--- config.mk ---
export PLATFORM = sky130hd
export DESIGN_NAME = prog_sequencer
export DESIGN_NICKNAME = d
export VERILOG_FILES = /design/src/rtl/prog_sequencer.sv
export SDC_FILE = /design/constraint.sdc
export NUM_CORES = 1
export LEC_CHECK = 0
export CORE_UTILIZATION = 45
export CTS_BUF_LIST = sky130_fd_sc_hd__clkbuf_4
export DETAILED_ROUTE_END_ITERATION = 7
export PLACE_DENSITY = 0.77
export RECOVER_POWER = 100
export SYNTH_ARGS = -nofsm -noshare
export SYNTH_HDL_FRONTEND = slang
export SYNTH_SLANG_ARGS = --single-unit
export TNS_END_PERCENT = 30
--- constraint.sdc ---
create_clock -name clk -period 1.5 [get_ports clk]
set_clock_uncertainty 0.1 [all_clocks]
set_input_delay 0.45 -clock clk [delete_from_list [all_inputs] [get_ports clk]]
set_output_delay 0.45 -clock clk [all_outputs]
set_load 0.1 [all_outputs]
--- src/rtl/prog_sequencer.sv ---
// -----------------------------------------------------------------------------
// prog_sequencer
//   Run controller in front of the program counter. A rising edge on the
//   bench request (seen while IDLE) walks the PC through
//   clear -> start pulse -> launch -> entry jump -> run -> done.
//   While running, core branch requests are forwarded to the PC with a
//   one-cycle register stage. Busy/done status and a per-program RUN-cycle
//   count are reported back to the bench. Every output is a flop (Moore).
//
//   Optional feature macro: PROG_SEQ_WATCHDOG_EN
//     defined   : RUN ends with timeout=1 once cycle_cnt reaches TIMEOUT
//     undefined : timeout stays 0; RUN lasts until halt
//
// Ports
//   clk           in   rising-edge clock
//   reset         in   asynchronous, active-low reset
//   req_start     in   bench request (level); rising edge in IDLE launches
//   entry_addr    in   [A]  program entry, sampled on the accepted request
//   halt          in   core executed halt; honoured only in RUN
//   core_br_en    in   core branch request
//   core_target   in   [A]  core branch target
//   pc_reset      out  synchronous clear to the PC (active-high)
//   pc_start      out  start to the PC
//   pc_branch_en  out  branch enable to the PC
//   pc_target     out  [A]  branch target to the PC
//   busy          out  high in CLEAR..RUN
//   done          out  high in DONE
//   timeout       out  high when the watchdog ended the last run
//   cycle_cnt     out  [CW] RUN cycles of the last or current program
// -----------------------------------------------------------------------------
module prog_sequencer #(
  parameter int A         = 10,
  parameter int CW        = 16,
  parameter int START_CYC = 2,
  parameter int TIMEOUT   = 4096
) (
  input  logic          clk,
  input  logic          reset,
  input  logic          req_start,
  input  logic [A-1:0]  entry_addr,
  input  logic          halt,
  input  logic          core_br_en,
  input  logic [A-1:0]  core_target,
  output logic          pc_reset,
  output logic          pc_start,
  output logic          pc_branch_en,
  output logic [A-1:0]  pc_target,
  output logic          busy,
  output logic          done,
  output logic          timeout,
  output logic [CW-1:0] cycle_cnt
);

  localparam logic [2:0] S_IDLE   = 3'd0;
  localparam logic [2:0] S_CLEAR  = 3'd1;
  localparam logic [2:0] S_START  = 3'd2;
  localparam logic [2:0] S_LAUNCH = 3'd3;
  localparam logic [2:0] S_JUMP   = 3'd4;
  localparam logic [2:0] S_RUN    = 3'd5;
  localparam logic [2:0] S_DONE   = 3'd6;

  localparam int             SW         = (START_CYC > 1) ? $clog2(START_CYC) : 1;
  localparam logic [SW-1:0]  START_LAST = SW'(START_CYC - 1);
  localparam logic [CW-1:0]  CNT_MAX    = '1;

  logic [2:0]    r_state, w_nxt_state;
  logic [SW-1:0] r_start_cnt, w_start_cnt_nxt;
  logic [CW-1:0] r_cnt, w_cnt_nxt, w_cnt_sat;
  logic          r_tmo, w_tmo_nxt;
  logic          r_req_q;
  logic          r_armed;
  logic [A-1:0]  r_entry;
  logic          w_accept, w_at_limit, w_limit;

  logic          r_pc_reset, r_pc_start, r_pc_branch_en, r_busy, r_done;
  logic [A-1:0]  r_pc_target;

  // A request already high when reset releases must drop once before it
  // can launch, so edges are only honoured after a low sample has been seen.
  assign w_accept  = (r_state == S_IDLE) && req_start && !r_req_q && r_armed;

  // Saturating increment: the count sticks at all-ones instead of wrapping.
  assign w_cnt_sat = (r_cnt == CNT_MAX) ? r_cnt : r_cnt + CW'(1);

  // Limit is judged on the value the count is about to take, so the run
  // leaves RUN with cycle_cnt == TIMEOUT.
  assign w_at_limit = (32'(w_cnt_sat) == 32'(TIMEOUT));

`ifdef PROG_SEQ_WATCHDOG_EN
  assign w_limit = w_at_limit;
`else
  // Watchdog compiled out; the compare is masked so timeout can never set.
  assign w_limit = w_at_limit & 1'b0;
`endif

  // NOTE: every signal driven here gets a default first, so no path can
  // leave one unassigned and infer a latch.
  always_comb begin
    w_nxt_state     = r_state;
    w_start_cnt_nxt = r_start_cnt;
    w_cnt_nxt       = r_cnt;
    w_tmo_nxt       = r_tmo;
    case (r_state)
      S_IDLE: begin
        if (w_accept) begin
          w_nxt_state = S_CLEAR;
          w_cnt_nxt   = '0;
          w_tmo_nxt   = 1'b0;
        end
      end
      S_CLEAR: begin
        w_nxt_state     = S_START;
        w_start_cnt_nxt = '0;
      end
      S_START: begin
        if (r_start_cnt == START_LAST) w_nxt_state = S_LAUNCH;
        else                           w_start_cnt_nxt = r_start_cnt + SW'(1);
      end
      S_LAUNCH: w_nxt_state = S_JUMP;
      S_JUMP:   w_nxt_state = S_RUN;
      S_RUN: begin
        w_cnt_nxt = w_cnt_sat;
        // halt has priority over the watchdog in the same cycle.
        if (halt) begin
          w_nxt_state = S_DONE;
        end else if (w_limit) begin
          w_nxt_state = S_DONE;
          w_tmo_nxt   = 1'b1;
        end
      end
      S_DONE: begin
        if (!req_start) w_nxt_state = S_IDLE;
      end
      default: w_nxt_state = S_IDLE;
    endcase
  end

  // NOTE: sequential state uses non-blocking assignments so every flop
  // samples the pre-edge values regardless of statement order.
  always_ff @(posedge clk or negedge reset) begin
    if (!reset) begin
      r_state        <= S_IDLE;
      r_start_cnt    <= '0;
      r_cnt          <= '0;
      r_tmo          <= 1'b0;
      r_req_q        <= 1'b0;
      r_armed        <= 1'b0;
      r_entry        <= '0;
      r_pc_reset     <= 1'b0;
      r_pc_start     <= 1'b0;
      r_pc_branch_en <= 1'b0;
      r_pc_target    <= '0;
      r_busy         <= 1'b0;
      r_done         <= 1'b0;
    end else begin
      r_state     <= w_nxt_state;
      r_start_cnt <= w_start_cnt_nxt;
      r_cnt       <= w_cnt_nxt;
      r_tmo       <= w_tmo_nxt;
      r_req_q     <= req_start;
      r_armed     <= r_armed | ~req_start;
      if (w_accept) r_entry <= entry_addr;

      // Outputs are registered from the next state so they line up with it.
      r_pc_reset <= (w_nxt_state == S_CLEAR);
      r_pc_start <= (w_nxt_state == S_START);
      r_busy     <= (w_nxt_state != S_IDLE) && (w_nxt_state != S_DONE);
      r_done     <= (w_nxt_state == S_DONE);

      // RUN forwards the core request one cycle later (including the halt
      // cycle); the entry jump is issued while in JUMP; otherwise quiet.
      if (r_state == S_RUN) begin
        r_pc_branch_en <= core_br_en;
        r_pc_target    <= core_target;
      end else if (w_nxt_state == S_JUMP) begin
        r_pc_branch_en <= 1'b1;
        r_pc_target    <= r_entry;
      end else begin
        r_pc_branch_en <= 1'b0;
        r_pc_target    <= '0;
      end
    end
  end

  assign pc_reset     = r_pc_reset;
  assign pc_start     = r_pc_start;
  assign pc_branch_en = r_pc_branch_en;
  assign pc_target    = r_pc_target;
  assign busy         = r_busy;
  assign done         = r_done;
  assign timeout      = r_tmo;
  assign cycle_cnt    = r_cnt;

endmodule

* Word-level counts from Yosys, hierarchy flattened *
Cells that the tools add are included.

operators by class
  muxes and demuxes = 14
  div/mod/pow operators = 0
  bitwise operators = 2
  reduce and logical (&&, ||, !) cells = 10
  eq/ne operators = 14
  magnitude comparators = 0
  $mul = 0
  shifts and indexed selects = 0
  add/sub/neg operators = 2

operator list
  operator                 number
  $mux W16                 2
  $pmux W16 S2             1
  $pmux W3 S7              1
  $mux W10                 2
  $add A16 B1 Y16 const B  1
  $eq A16 B16 Y1 const B   1
  $eq A3 B3 Y1 const B     5
  $mux W3                  4
  $eq A3 B2 Y1 const B     3
  $eq A3 B1 Y1 const B     2
  $logic_and A1 B1 Y1      4
  $ne A2 B2 Y1 const B     2
  $reduce_bool A2 Y1       2
  $logic_not A3 Y1         1
  $mux W1                  3
  $ne A3 B3 Y1 const B     1
  $reduce_and A3 Y1        1
  $reduce_bool A3 Y1       1
  $pmux W1 S2              1
  $add A1 B1 Y1 const B    1
  $logic_not A1 Y1         1
  $not A1 Y1               1
  $or A1 B1 Y1             1

word-level totals
  memory bits (read-only) = 0
  memories = 0
  input bits = 25
  bits in latches = 0
  register bits = 47
  memory bits (writable) = 0

* Depth between registers and ports, before layout *
Gate-level depths: netlist (run 1).

  depth after elaboration = 9
  gate-level depth with buffers = 7
  depth with buffers taken out = 5

* Least setup slack after synthesis (run 1) *
No wires, ideal clock.

  path type = reg-to-reg
  from = register r_cnt[0] (netlist: cycle_cnt[0])
  to = register r_cnt[7] (netlist: cycle_cnt[7])
  path slack = -0.909 ns
  arrival = 2.216 ns
  stages on the path, launching flop included = 6
  library setup time = 0.093 ns
  period minus slack after synthesis = 2.409 ns
  buffers on the path = 0
  path through = dfrtp_1 ha_1 nand4_1 or3_4 o2111ai_1 mux2i_1

on the way
  cells in the longest elaborated chain, start to end = 3
  elaborated cells between the ends (all ways) = 6

ends and longest elaborated chain
  element                                                   line  source
  start: declaration                                        68    logic [CW-1:0] r_cnt, w_cnt_nxt, w_cnt_sat;
  start signal: assignment                                  158   r_cnt <= w_cnt_nxt;
  $add A16 B1 Y16 / $eq A16 B16 Y1 (equally long branches)  83    assign w_cnt_sat = (r_cnt == CNT_MAX) ? r_cnt : r_cnt + CW'(1);
  $mux W16 / $ne A2 B2 Y1 (equally long branches)           --
  $pmux W16 S2 / $reduce_and A3 Y1 (equally long branches)  --

Parallel ways exist; a longest one is shown, timed or not. The select of a mux whose other input is x is not followed.
A chain may end at the register's enable or synchronous reset.

* Worst setup path after layout (run 1) *
  from = register r_cnt[0] (netlist: cycle_cnt[0])
  to = register r_cnt[2] (netlist: cycle_cnt[2])

Same word-level chain as after synthesis.

==> qor.txt, run 1 <==
=====================================================================================
Flip-flop cell with the highest count after synthesis .................. sky130_fd_sc_hd__dfrtp_1
Starting Density .......................................................        0.482
Mux contribution to synthesized area ...................................       0.0418
Routed WL ..............................................................      6030 µm
Fraction of layout cells with a size suffix above 1 ....................        0.416
Final slew viol count ..................................................            0
Net count after synthesis ..............................................          237
Setup slack at placement ...............................................    -0.409 ns
Layer with the highest usage after global routing ......................         met2
Count of routing violations after the opening detailed-route iteration .          112
Via Count ..............................................................         2004
Dpl cells ..............................................................          346
DRC violations left ....................................................            2
Count of cells along the worst hold path ...............................            2
Worst-skew pair later-pin latency ......................................      0.36 ns
Classification of the worst setup path .................................      reg2reg
Core area ..............................................................  0.00447 mm²
Share of the synthesized netlist area taken by xor and xnor gates ......      0.00406
Yosys warning total ....................................................            0
Pin count of the biggest net entering global routing ...................           48
Adder-cell share of the synthesized area ...............................      0.00580
Average cell area after synthesis ......................................     10.2 µm²
First-pass GRT wire length .............................................      9570 µm
Buffers from clock root to sink, at most ...............................            2
Result of the run ...................................................... complete, but fails checks
Clk Tree Root Cell ..................................................... sky130_fd_sc_hd__clkbuf_4
Simple-gate share of the synthesized area ..............................        0.245
First-pass DRT Iterations ..............................................            6
Clock transition at the registers of the reported paths ................      0.14 ns
Wire length per cell after detailed routing ............................      16.4 µm
Share of the synthesized area in compound gates (AO/OA/AOI/OAI) ........        0.119
Crit path launch type ..................................................     register
Rel. slew slack ........................................................        0.575
Total Routing Usage GR .................................................        0.250
Post-synthesis instance area ...........................................  0.00216 mm²
GR Util met1 ...........................................................        0.302
Clock buffer count from CTS ............................................            5
Number of storage elements in the synthesis netlist ....................           47
Post-Layout Cell Count .................................................          367
Endpoint of the lowest-slack register-to-register path ................. cycle_cnt[2]$_DFFE_PN0P_
Largest cells by area after synthesis .................................. sky130_fd_sc_hd__dfrtp_1 55%, sky130_fd_sc_hd__nand2_1 8.4%, sky130_fd_sc_hd__mux2i_1 4.2%, sky130_fd_sc_hd__a22oi_1 3.5%, sky130_fd_sc_hd__nor2_1 2.8%
Highest Clock Rate .....................................................      546 MHz
Worst-case register-to-register setup slack ............................     -0.33 ns
Post-synthesis cell type with the largest combined area ................ sky130_fd_sc_hd__dfrtp_1
Via density per instance ...............................................         5.46
Buffers on Ports .......................................................           55
Most frequently used cell type in the post-synthesis netlist ........... sky130_fd_sc_hd__nand2_1
Nets@finish ............................................................          340
Antenna Violating Nets Remaining .......................................            0
Worst IR drop on VDD ...................................................      1510 µV
Worst Hold Path EP ..................................................... r_entry[6]$_DFFE_PN0P_
Gr ovfl total ..........................................................            0
Path category of the worst min-delay check .............................      reg2reg
Unrepaired setup endpoints after global routing ........................          yes
Hold wc startpoint ..................................................... r_entry[6]$_DFFE_PN0P_
Worst Slack Setup Final ................................................    -0.333 ns
Ant diodes .............................................................            0
Leak ...................................................................   0.00170 µW
Shortest clock period the worst path allows after layout ...............      1.83 ns
Signed area change from the synthesized netlist to the final layout ....        72.2%
Final hold violation count .............................................            0
Commonest cells in the synthesized netlist ............................. 48 x sky130_fd_sc_hd__nand2_1, 47 x sky130_fd_sc_hd__dfrtp_1, 16 x sky130_fd_sc_hd__nor2_1
Reg2Reg Depth ..........................................................            5
CTS H-tree depth .......................................................            2
Met3 Use GR ............................................................       0.0549
Tightest Pin Transition ................................................     0.637 ns
Maximum fanout count along the critical path ...........................            6
CTS tree ...............................................................         done
Number of synthesized flops with an enable pin .........................            0
Die span in x ..........................................................      71.2 µm
I/O pins ...............................................................           57
Violations in the final reports ........................................ DRC, setup timing
Data arrival, critical path ............................................      2.03 ns
Number of global-route vias before repair ..............................         2036
Cell count after synthesis .............................................          211
Initial antenna violation count ........................................            0
Library cells used by synthesis ........................................           46
Combinational family with the most area after synthesis ................ simple AND/OR/NAND/NOR gates
Synth top area share ...................................................        0.545
Number of setup violations in the final report .........................           60
Share of flip-flops with an asynchronous set or reset ..................         1.00
Crit path capture type .................................................     register
Count of standard-cell rows ............................................           24
Portion of the post-synthesis area used by sequential elements .........        0.545
Final clock period utilization by the worst path .......................         1.22
Reg2reg start .......................................................... cycle_cnt[0]$_DFFE_PN0P_
CP required ............................................................      1.70 ns
Routability Congestion .................................................        0.803
Max Cap Violations .....................................................            0
Number of clock sinks ..................................................           47
Die Y ..................................................................      71.2 µm
Final HPWL DP ..........................................................      3880 µm
Power Dens Cells .......................................................  2190 mW/mm²
Area enclosed by the die boundary ......................................  0.00507 mm²
GR met2 Demand/Resource ................................................        0.442
=====================================================================================
final cells by class:
cell class	count	area, µm²
flip-flops and latches	47	1220
inverters	5	18.8
repair buffers	107	1340
multi-input cells	148	1010
clock buffers	5	37.5
clock inverters	3	20.0
well taps	52	65.1
fillers	243	759
where the power goes:
part	leakage, µW	switching (µW)	internal, µW
combinational	0.00109	3150	2210
sequential	0.000581	388	1770
clock	0.0000288	427	181
logic make-up (layout without fill, tap and decap cells):
family / after synthesis / after routing
compound gates: 38 / 38
buf+inv: 16 / 120
other cells: 1 / 1
simple gates: 98 / 98
mux: 9 / 9
xor+xnor: 1 / 1
fa+ha+maj: 1 / 1
flops: 47 / 47
metal layers:
layer  part of all wire  vias up
li1                   -      942
met5                  0        -
met3              0.030        6
met1               0.40     1011
met2               0.55       45
met4              0.013        0
registers in the layout, indices dropped and copies added, names as in the netlist, 3 cells and up:
signal and count:
pc_target 10, cycle_cnt 16, r_entry 10, r_state 3
repair_timing:
item	4_1_cts	5_1_grt
resized for setup	25	18
setup endpoints to repair	59	66
buffers inserted	11	1
hold buffers	1	0
pin swaps	1	5
endpoints found under the hold margin	47	0
stage by stage:
step | total power, µW | area, µm² | hold WS, ns | TNS (ns) | util
2_1_floorplan | 4950 | 2210 | 0.0544 | -5.53 | -
3_3_place_gp | 6950 | 3400 | 0.344 | -8.93 | 0.761
3_5_place_dp | 7060 | 3400 | 0.351 | -10.31 | 0.761
4_1_cts | 7980 | 3650 | 0.383 | -6.93 | 0.815
5_1_grt | 8490 | 3710 | 0.422 | -12.12 | 0.830
6_report | 8120 | 3710 | 0.393 | -7.49 | 0.830
critical path, cell delays in order (launching register included):
cell	delay (ns)
sky130_fd_sc_hd__dfrtp_4	0.47
sky130_fd_sc_hd__ha_4	0.16
sky130_fd_sc_hd__nand4_1	0.13
sky130_fd_sc_hd__or3_4	0.43
sky130_fd_sc_hd__o211ai_1	0.26
sky130_fd_sc_hd__mux2i_1	0.21
cells in the final DEF, fill, tap and decap left out, types with 5 or more instances in the layout:
cell type,count
sky130_fd_sc_hd__nand2_1,46
sky130_fd_sc_hd__mux2i_1,9
sky130_fd_sc_hd__inv_1,5
sky130_fd_sc_hd__buf_4,29
sky130_fd_sc_hd__o21ai_0,7
sky130_fd_sc_hd__nor2_1,16
sky130_fd_sc_hd__clkdlybuf4s50_1,22
sky130_fd_sc_hd__dfrtp_4,10
sky130_fd_sc_hd__dfrtp_1,30
sky130_fd_sc_hd__dfrtp_2,7
sky130_fd_sc_hd__a22oi_1,6
sky130_fd_sc_hd__buf_12,33
sky130_fd_sc_hd__buf_6,17
sky130_fd_sc_hd__a21oi_1,5
sky130_fd_sc_hd__clkbuf_4,8
worst max-delay path by stage:
stage	cells after the start	slack, ns	start	end
floorplan	5	-0.41	cycle_cnt[0]$_DFFE_PN0P_	cycle_cnt[7]$_DFFE_PN0P_
global placement	5	-0.36	req_start	cycle_cnt[5]$_DFFE_PN0P_
detailed placement	5	-0.41	req_start	cycle_cnt[5]$_DFFE_PN0P_
CTS	5	-0.26	cycle_cnt[0]$_DFFE_PN0P_	cycle_cnt[3]$_DFFE_PN0P_
global route	5	-0.40	cycle_cnt[0]$_DFFE_PN0P_	cycle_cnt[7]$_DFFE_PN0P_
finish	5	-0.33	cycle_cnt[0]$_DFFE_PN0P_	cycle_cnt[2]$_DFFE_PN0P_
Note: power is estimated with default switching activity, not from simulation.
==> run 2: changes to the inputs <==
--- a/config.mk
+++ b/config.mk
@@ -5,10 +5,10 @@
 export SDC_FILE = /design/constraint.sdc
 export NUM_CORES = 1
 export LEC_CHECK = 0
-export CORE_UTILIZATION = 45
+export CORE_UTILIZATION = 54
 export CTS_BUF_LIST = sky130_fd_sc_hd__clkbuf_4
 export DETAILED_ROUTE_END_ITERATION = 7
-export PLACE_DENSITY = 0.77
+export PLACE_DENSITY = 0.87
 export RECOVER_POWER = 100
 export SYNTH_ARGS = -nofsm -noshare
 export SYNTH_HDL_FRONTEND = slang
==> constraint.sdc (replaced) <==
create_clock -name clk -period 2.12 [get_ports clk]
set_clock_uncertainty 0.1 [all_clocks]
set_input_delay 0.636 -clock clk [delete_from_list [all_inputs] [get_ports clk]]
set_output_delay 0.636 -clock clk [all_outputs]
set_load 0.1 [all_outputs]
==> qor.txt, run 2 (synthesis gave the netlist of run 1 again) <==
=====================================================================================
Layout fillers .........................................................          256
Final clock period utilization by the worst path .......................        0.931
Path category of the worst min-delay check .............................      reg2reg
Fraction of layout cells with a size suffix above 1 ....................        0.213
Buffers from clock root to sink, at most ...............................            2
Most frequent standard cell in the layout excluding fill and tap cells . sky130_fd_sc_hd__nand2_1
Via density per instance ...............................................         5.74
Rel. slew slack ........................................................        0.259
Antenna Violating Nets Remaining .......................................            0
Clk Tree Root Cell ..................................................... sky130_fd_sc_hd__clkbuf_4
Wire length per cell after detailed routing ............................      17.2 µm
Highest Clock Rate .....................................................      507 MHz
Post-CTS Hold Fix Bufs .................................................            0
Shortest clock period the worst path allows after layout ...............      1.97 ns
CTS H-tree depth .......................................................            2
Most used cells in the layout excluding fill and tap cells ............. 48 x sky130_fd_sc_hd__nand2_1, 45 x sky130_fd_sc_hd__dfrtp_1, 22 x sky130_fd_sc_hd__clkdlybuf4s50_1, 16 x sky130_fd_sc_hd__nor2_1, 16 x sky130_fd_sc_hd__clkbuf_2
Leak ...................................................................   0.00138 µW
Number of flip-flops under the largest register name ...................           16
Unrepaired setup endpoints after global routing ........................           no
Crit path capture type .................................................     register
Core area ..............................................................  0.00374 mm²
WP buf/inv .............................................................            0
Worst Slack Setup Final ................................................     0.147 ns
Number of setup violations in the final report .........................            0
Initial antenna violation count ........................................            0
Via Count ..............................................................         1815
Ant diodes .............................................................            0
Final HPWL DP ..........................................................      3850 µm
Number of clock sinks ..................................................           47
Routed WL ..............................................................      5420 µm
Series of cell instances along the critical path ....................... and3b_1 -> nand4_2 -> o31a_1 -> o21a_1
DRC violations left ....................................................            0
Power Dens Cells .......................................................  1620 mW/mm²
Minimum hold slack .....................................................     0.392 ns
CP delay by family, top ................................................ simple AND/OR/NAND/NOR gates
I/O pins ...............................................................           57
Post-CTS setup buffer count ............................................            0
Number of global-route vias before repair ..............................         1864
Count of routing violations after the opening detailed-route iteration .          197
Worst IR drop on VDD ...................................................      1190 µV
Maximum cell stage delay along the critical path .......................      0.59 ns
Nets@finish ............................................................          293
Worst-skew pair later-pin latency ......................................      0.38 ns
Routability Congestion .................................................        0.787
Setup slack at placement ...............................................  -0.00850 ns
Maximum fanout count along the critical path ...........................           10
First-pass DRT Iterations ..............................................            4
Total Routing Usage GR .................................................        0.282
Tightest Pin Transition ................................................      1.11 ns
Die span in x ..........................................................      65.2 µm
Starting Density .......................................................        0.576
Count of standard-cell rows ............................................           22
CP required ............................................................      2.30 ns
CTS tree ...............................................................         done
Gr ovfl total ..........................................................            0
Data arrival, critical path ............................................      2.15 ns
Max Cap Violations .....................................................            0
Clock buffer count from CTS ............................................            5
Pin count of the biggest net entering global routing ...................           48
Signed area change from the synthesized netlist to the final layout ....        32.3%
Final hold violation count .............................................            0
Die Y ..................................................................      65.2 µm
Standard cell with the maximum stage delay on the critical path ........ sky130_fd_sc_hd__dfrtp_1
First-pass GRT wire length .............................................      8940 µm
Buffers on Ports .......................................................           55
Result of the run ...................................................... finished, final reports clean
Final slew viol count ..................................................            0
Clock transition at the registers of the reported paths ................      0.14 ns
Classification of the worst setup path .................................      reg2reg
Area enclosed by the die boundary ......................................  0.00425 mm²
CTS resizes ............................................................            0
Crit path launch type ..................................................     register
=====================================================================================
run 2: cell type report:
type                            count  area (µm²)  share of cell area
Clock inverter                      3        15.0             0.00526
Timing Repair Buffer               60         648               0.227
Tap cell                           48        60.1              0.0211
Sequential cell                    47        1180               0.413
Multi-Input combinational cell    148         895               0.314
Clock buffer                        5        37.5              0.0132
Inverter                            5        18.8             0.00658
run 2: metrics by stage:
stage / setup TNS [ns] / area, µm² / util / power, µW / std cells
floorplan: -0.0292 / 2170 / - / 3440 / 211
global placement: 0 / 3090 / 0.826 / 4490 / 308
detailed placement: -0.00850 / 3090 / 0.826 / 4590 / 308
CTS: 0 / 3140 / 0.840 / 4990 / 316
global route: 0 / 2850 / 0.762 / 4830 / 316
finish: 0 / 2850 / 0.762 / 4630 / 316
run 2: final timing paths:
check,from,to,slack (ns),cells past startpoint
max in group asynchronous,reset,cycle_cnt[0]$_DFFE_PN0P_,0.75,2
max reg2reg,r_state[2]$_DFF_PN0_,cycle_cnt[13]$_DFFE_PN0P_,0.15,4
max,r_state[2]$_DFF_PN0_,cycle_cnt[13]$_DFFE_PN0P_,0.15,4
min reg2reg,r_entry[6]$_DFFE_PN0P_,r_entry[6]$_DFFE_PN0P_,0.39,2
min,r_entry[6]$_DFFE_PN0P_,r_entry[6]$_DFFE_PN0P_,0.39,2
min in group asynchronous,reset,cycle_cnt[8]$_DFFE_PN0P_,0.44,2
run 2: per-layer routing:
layer  track usage  routed length [µm]
met1         0.353                2170
met2         0.464                2890
met3        0.0764                 255
met4         0.106                 106
met5             0                   0
run 2: worst min-delay path, stage by stage, from the launching register on:
cell	delay (ns)
sky130_fd_sc_hd__dfrtp_1	0.36
sky130_fd_sc_hd__nand2_1	0.05
sky130_fd_sc_hd__nand2_1	0.05
run 2: where the power goes:
group / internal (µW) / switching, µW
sequential: 1200 / 374
clock: 124 / 289
combinational: 751 / 1890
